## src/rtl/bayes_pkg.sv

```systemverilog
// Shared types and instruction codes for the Bayesian_log2 array sequencer.
package bayes_pkg;

  typedef enum logic [2:0] {
    IDLE  = 3'd0,
    INFER = 3'd1,
    DRAIN = 3'd2,
    READ  = 3'd3,
    DONE  = 3'd4
  } state_e;

  localparam logic [1:0] INSTR_PROG  = 2'b11;
  localparam logic [1:0] INSTR_RDMEM = 2'b10;
  localparam logic [1:0] INSTR_RDOUT = 2'b01;
  localparam logic [1:0] INSTR_INFER = 2'b00;

endpackage

```

## src/rtl/bayes_out_deser.sv

```systemverilog
// F parallel M-bit shift-in registers: row i's serial bit lands in word i at bit ptr.
module bayes_out_deser
  import bayes_pkg::*;
#(
  parameter int F     = 4,
  parameter int M     = 8,
  parameter int PTR_W = 3
) (
  input  logic               clk,
  input  logic               rst_n,
  input  logic               clr,
  input  logic               en,
  input  logic [PTR_W-1:0]   ptr,
  input  logic [F-1:0]       data_in,
  output logic [F*M-1:0]     words
);

  logic [F*M-1:0] words_q;
  logic [F*M-1:0] words_d;

  always_comb begin
    words_d = words_q;
    if (clr) begin
      words_d = '0;
    end else if (en) begin
      for (int i = 0; i < F; i++) begin
        words_d[i*M + int'(ptr)] = data_in[i];
      end
    end
  end

  // NOTE: the result words are a handful of flops, not a RAM, so they take the
  // reset too; this guarantees res_data reads zero after any reset.
  always_ff @(posedge clk) begin
    if (!rst_n) words_q <= '0;
    else        words_q <= words_d;
  end

  assign words = words_q;

endmodule

```

## src/rtl/bayes_infer_seq.sv

```systemverilog
// Sequencer for the Bayesian_log2 array: runs inference sweeps, then reads out
// and deserialises the per-row posterior bits and returns them to the host.
module bayes_infer_seq
  import bayes_pkg::*;
#(
  parameter int NARRAY   = 2,
  parameter int NWORD    = 3,
  parameter int READ_LAT = 2,
  parameter int ITER_W   = 8
) (
  input  logic                                clk,
  input  logic                                rst_n,
  input  logic                                req_valid,
  output logic                                req_ready,
  input  logic [(1<<NARRAY)*NWORD-1:0]        req_obs,
  input  logic [ITER_W-1:0]                   req_iter,
  output logic [1:0]                          instr_out,
  output logic [NARRAY+NWORD-1:0]             adr_row_out,
  output logic [NARRAY+NWORD-1:0]             adr_col_out,
  output logic                                cbl_out,
  output logic                                cblen_out,
  output logic                                csl_out,
  output logic                                cwl_out,
  input  logic [(1<<NARRAY)-1:0]              data_in,
  output logic                                res_valid,
  input  logic                                res_ready,
  output logic [(1<<NARRAY)*(1<<NWORD)-1:0]   res_data,
  output logic                                busy
);

  localparam int F     = 1 << NARRAY;
  localparam int M     = 1 << NWORD;
  localparam int N     = NARRAY + NWORD;
  localparam int CNT_W = $clog2(M + READ_LAT + 1);

  state_e              state_q, state_d;
  logic [F*NWORD-1:0]  obs_q, obs_d;
  logic [ITER_W-1:0]   iter_q, iter_d;
  logic [ITER_W-1:0]   iter_cnt_q, iter_cnt_d;
  logic [NARRAY-1:0]   feat_q, feat_d;
  logic [CNT_W-1:0]    cyc_q, cyc_d;
  logic [1:0]          instr_q, instr_d;
  logic [N-1:0]        adr_row_q, adr_row_d;
  logic                res_valid_q, res_valid_d;
  logic                busy_q, busy_d;

  logic                cap_clr;
  logic                cap_en;
  logic [NWORD-1:0]    cap_ptr;

  // NOTE: every signal written here gets a default first, so no path through
  // the case statement can leave one unassigned and infer a latch.
  always_comb begin
    state_d    = state_q;
    obs_d      = obs_q;
    iter_d     = iter_q;
    iter_cnt_d = iter_cnt_q;
    feat_d     = feat_q;
    cyc_d      = cyc_q;

    unique case (state_q)
      IDLE: begin
        feat_d     = '0;
        iter_cnt_d = '0;
        cyc_d      = '0;
        if (req_valid) begin
          obs_d   = req_obs;
          iter_d  = req_iter;
          state_d = (req_iter != '0) ? INFER : DRAIN;
        end
      end
      INFER: begin
        feat_d = feat_q + NARRAY'(1);
        if (feat_q == NARRAY'(F - 1)) begin
          // Compared before increment so iter_cnt never exceeds req_iter-1.
          if (iter_cnt_q == iter_q - ITER_W'(1)) state_d = DRAIN;
          else                                   iter_cnt_d = iter_cnt_q + ITER_W'(1);
        end
      end
      DRAIN: begin
        cyc_d = cyc_q + CNT_W'(1);
        if (cyc_q == CNT_W'(READ_LAT - 1)) begin
          state_d = READ;
          cyc_d   = '0;
        end
      end
      READ: begin
        cyc_d = cyc_q + CNT_W'(1);
        if (cyc_q == CNT_W'(M + READ_LAT - 1)) begin
          state_d = DONE;
          cyc_d   = '0;
        end
      end
      DONE: begin
        if (res_ready) state_d = IDLE;
      end
      default: state_d = IDLE;
    endcase

    // Outputs are registered from the next state so they line up with state_q.
    instr_d   = INSTR_RDMEM;
    adr_row_d = '0;
    if (state_d == INFER) begin
      instr_d   = INSTR_INFER;
      adr_row_d = {feat_d, obs_d[feat_d*NWORD +: NWORD]};
    end else if (state_d == READ && cyc_d < CNT_W'(M)) begin
      instr_d = INSTR_RDOUT;
    end
    res_valid_d = (state_d == DONE);
    busy_d      = (state_d != IDLE);
  end

  // NOTE: sequential state uses non-blocking assignments only, so every flop
  // samples the pre-edge values regardless of statement order.
  always_ff @(posedge clk) begin
    if (!rst_n) begin
      state_q     <= IDLE;
      obs_q       <= '0;
      iter_q      <= '0;
      iter_cnt_q  <= '0;
      feat_q      <= '0;
      cyc_q       <= '0;
      instr_q     <= INSTR_RDMEM;
      adr_row_q   <= '0;
      res_valid_q <= 1'b0;
      busy_q      <= 1'b0;
    end else begin
      state_q     <= state_d;
      obs_q       <= obs_d;
      iter_q      <= iter_d;
      iter_cnt_q  <= iter_cnt_d;
      feat_q      <= feat_d;
      cyc_q       <= cyc_d;
      instr_q     <= instr_d;
      adr_row_q   <= adr_row_d;
      res_valid_q <= res_valid_d;
      busy_q      <= busy_d;
    end
  end

  // Capture pointer trails the read-out instruction by the array's read latency.
  assign cap_clr = (state_q == DRAIN) && (state_d == READ);
  assign cap_en  = (state_q == READ) && (cyc_q >= CNT_W'(READ_LAT));
  assign cap_ptr = NWORD'(cyc_q - CNT_W'(READ_LAT));

  bayes_out_deser #(
    .F     (F),
    .M     (M),
    .PTR_W (NWORD)
  ) u_deser (
    .clk     (clk),
    .rst_n   (rst_n),
    .clr     (cap_clr),
    .en      (cap_en),
    .ptr     (cap_ptr),
    .data_in (data_in),
    .words   (res_data)
  );

  assign req_ready   = (state_q == IDLE);
  assign instr_out   = instr_q;
  assign adr_row_out = adr_row_q;
  assign adr_col_out = '0;
  assign cbl_out     = 1'b0;
  assign cblen_out   = 1'b0;
  assign csl_out     = 1'b0;
  assign cwl_out     = 1'b0;
  assign res_valid   = res_valid_q;
  assign busy        = busy_q;

endmodule

```

## config.mk

```make
export PLATFORM = sky130hd
export DESIGN_NAME = bayes_infer_seq
export DESIGN_NICKNAME = d
export VERILOG_FILES = /design/src/rtl/bayes_pkg.sv /design/src/rtl/bayes_out_deser.sv /design/src/rtl/bayes_infer_seq.sv
export SDC_FILE = /design/constraint.sdc
export NUM_CORES = 1
export LEC_CHECK = 0
export BUFFER_PORTS_ARGS = -buffer_cell sky130_fd_sc_hd__buf_4
export CORE_UTILIZATION = 55
export DETAILED_ROUTE_END_ITERATION = 8
export PLACE_DENSITY_LB_ADDON = 0.2
export SLEW_MARGIN = 20
export SYNTH_ARGS = -nofsm -noshare
export SYNTH_HDL_FRONTEND = slang
export SYNTH_HIERARCHICAL = 1
export SYNTH_SLANG_ARGS = --single-unit
export TNS_END_PERCENT = 5
```

## constraint.sdc

```tcl
create_clock -name clk -period 2.77 [get_ports clk]
set_input_delay 0.1385 -clock clk [delete_from_list [all_inputs] [get_ports clk]]
set_output_delay 0.1385 -clock clk [all_outputs]
set_load 0.03 [all_outputs]
```

==> results.ini <==
[detailed_routing]
post_drt_wl_per_cell_um=14.9
drtIter0Drc=239
antenna_left=0
drc=0
via_per_inst=5.59
drtPass1Iterations=6
drt-total-wl_mm=8.15
num_vias=3052

[grt]
antenna_found_initial=0
grt_pass1_vias=2784
grt_usage_pct=23.2
grt_overflow=0
grt_max_degree=67
grt_pass1_wl_mm=13.4

[setup_path]
critPathKind=reg -> reg
slowest_stage=mux4_2
endpoint_kind=register
crit_required_ns=3.00
arrival_ns=2.63
cpLargestDelayFamily=simple AND/OR/NAND/NOR gates
crit_buf_inv=2
crit_chain=or3_1 -> inv_1 -> and2_1 -> buf_4 -> mux4_2 -> mux2i_1 -> nor2_1
start_kind=register
max_stage_delay_ns=0.53
cp_max_fo=18

[timing]
slew_violations=0
fmax_mhz=416
tns_ns=0
tightest_slew_ns=0.624
hold_viol_final=0
setup_viol=0
min_period_over_period_pct=86.7
rsz0062_at_grt=no
timing.final.crit_period_ns=2.40
slew_headroom_pct=58.3
clock_skew_ns=0.0152

[floorplanning]
core-area_mm2=0.00676
die_h_um=85.4
start_util_pct=56.6
die_w_um=85.4
pin_count=79
num_rows=30
die_area_mm2=0.00729

[yosys]
synth_enable_flop_cells=0
yosys_warnings=6
ys_types=50
syn_inst=406
mappedNetlistArea_mm2=0.00382
synthFlopType=dfxtp_1
synth_area_per_cell_um2=9.42
ys_seq_elements=78
synth_seq_area_share_pct=40.8
async_flop_share_pct=0

[clocking]
cts_setup_buffers=0
clkSlewWorstSetupHoldPaths_ns=0.08
cts_resized=0
numCtsBuffers=9
clock_latency_ns=0.35
cts_htree_levels=3
cts_sinks=78
root_buffer=clkbuf_8
clock_path_buffers=2
cts_tree=done
cts_hold_buf=0

[place]
dp_cells=530
numPortBuffers=69
dpl.hpwl_mm=5.69
gp_congestion=0.830

[layout]
area_growth_pct=18.9
stdcell_count=546
antennaDiodeCount=0
drive_gt1_share_pct=21.9
fill_cells=546
fin_nets=496

[outcome]
status=complete, no violations

[pwr]
power.density_mw_per_mm2=527
power_leakage_nw=2.01
ir_drop_uv=326

[worst_hold_path]
hold_class=in -> reg

[flow_run]
cap_violations=0

[synthesized netlist by cell type (2+ instances only)]
cell       number  area (um2)
a21boi_0       21         158
a21oi_1        10        50.1
and2_1          6        37.5
and3_1          4        25.0
buf_1           3        11.3
buf_2           3        15.0
buf_4          10        75.1
buf_6           2        22.5
clkbuf_1       20        75.1
dfxtp_1        78        1560
ha_1            7        87.6
inv_1          10        37.5
mux2i_1        37         370
mux4_2          6         135
nand2_1        53         199
nand2b_1        4        25.0
nand3_1         9        45.0
nand3b_1       38         285
nand4b_1        4        35.0
nand4bb_1       3        33.8
nor2_1         14        52.6
nor2b_1         5        31.3
nor3_1          5        25.0
nor4_1          5        31.3
nor4b_1         2        17.5
o211a_1         3        30.0
o21ai_0         3        15.0
o31ai_1         5        37.5
or3_1           3        18.8
or4_1           3        22.5
xnor2_1         8        70.1
xor2_1          4        35.0
[layer usage]
metal / share of wire (%) / up-vias / wire length [um] / GRT usage, %
met2: 46 / 89 / 3750 / 36.2
met3: 5.5 / 5 / 451 / 4.77
li1: - / 1520 / - / -
met5: 0 / - / 0 / 0
met1: 48 / 1438 / 3890 / 32.8
met4: 0.65 / 0 / 53 / 6.82
[cell usage in the layout, fill, tap and decap left out, drive strengths merged, types with 2 or more instances in the layout]
cell type,synthesis,layout
xor2,4,4
nand2,53,53
mux4,6,6
xnor2,8,8
inv,10,11
a21oi,10,10
conb,1,9
mux2i,37,37
nor4,5,5
bufinv,0,2
nor4b,2,2
ha,7,7
and2,6,6
clkinvlp,0,2
a21boi,21,21
or4,3,3
o211a,3,3
clkbuf,20,10
or3,4,4
nor3,5,5
buf,18,74
nand2b,4,4
o31ai,5,5
and3,4,4
nor2,14,14
nand3,9,9
nor2b,5,5
nand3b,38,38
o21ai,3,3
nand4bb,3,3
nand4b,4,4
dfxtp,78,78
[tightest hold or removal path, cell delays in order]
cell and delay, ns:
buf_4 0.12, nand2_1 0.04, a21boi_0 0.06
[worst paths after layout]
| path | startpoint | endpoint | slack (ns) | depth (start not counted) |
|---|---|---|---|---|
| min | req_obs[2] | obs_q[2] | 0.06 | 3 |
| min reg2reg | obs_q[2] | obs_q[2] | 0.47 | 2 |
| max reg2reg | state_q[0] | adr_row_out[2] | 0.37 | 7 |
| max | state_q[0] | adr_row_out[2] | 0.37 | 7 |
[cell type report]
class	count	area [um2]	area share, %
tap	80	100	2.20
clock inverter	6	92.6	2.04
inverter	10	37.5	0.826
multi-input combinational	288	2060	45.3
clock buffer	10	138	3.03
sequential	78	1560	34.3
timing repair buffer	74	556	12.2
[flip-flops by register name, summed over array words and instances, names as in the netlist]
name and count:
u_deser/words 32, iter_cnt_q 8, state_q 3, obs_q 12, res_valid 1, instr_out 2
feat_q 2, adr_row_out 5, busy 1, iter_q 8, cyc_q 4
[where the power goes]
part | internal (mW) | switching, mW
Combinational | 0.117 | 0.146
Sequential | 1.15 | 0.0265
Clock | 0.537 | 0.421
Total | 1.80 | 0.593
[cells by family (layout without fill, tap and decap cells)]
| kind of cell | Yosys count | after routing | share of synthesized area, % |
|---|---|---|---|
| adder cells (fa/ha/maj) | 7 | 7 | 2.29 |
| AO/OA/AOI/OAI | 52 | 52 | 9.81 |
| other | 1 | 9 | 0.0980 |
| AND/OR/NAND/NOR | 164 | 164 | 24.5 |
| buffers and inverters | 48 | 100 | 6.18 |
| multiplexers | 44 | 44 | 13.5 |
| flip-flops | 78 | 78 | 40.8 |
| XOR/XNOR | 12 | 12 | 2.75 |
[metrics by stage]
step           power [mW]  setup slack (ns)  util [%]  instance area [um2]  hold WS [ns]
4_1_cts              2.41             0.384      67.3                 4550        0.0502
5_1_grt              2.49             0.233      67.3                 4550        0.0652
3_3_place_gp         1.46             0.463      63.9                 4320         0.411
3_5_place_dp         1.46             0.406      63.9                 4320         0.417
6_report             2.40             0.368      67.3                 4550        0.0622
2_1_floorplan        1.39             0.452         -                 3850         0.283
Power figures use the tool's default switching activity.
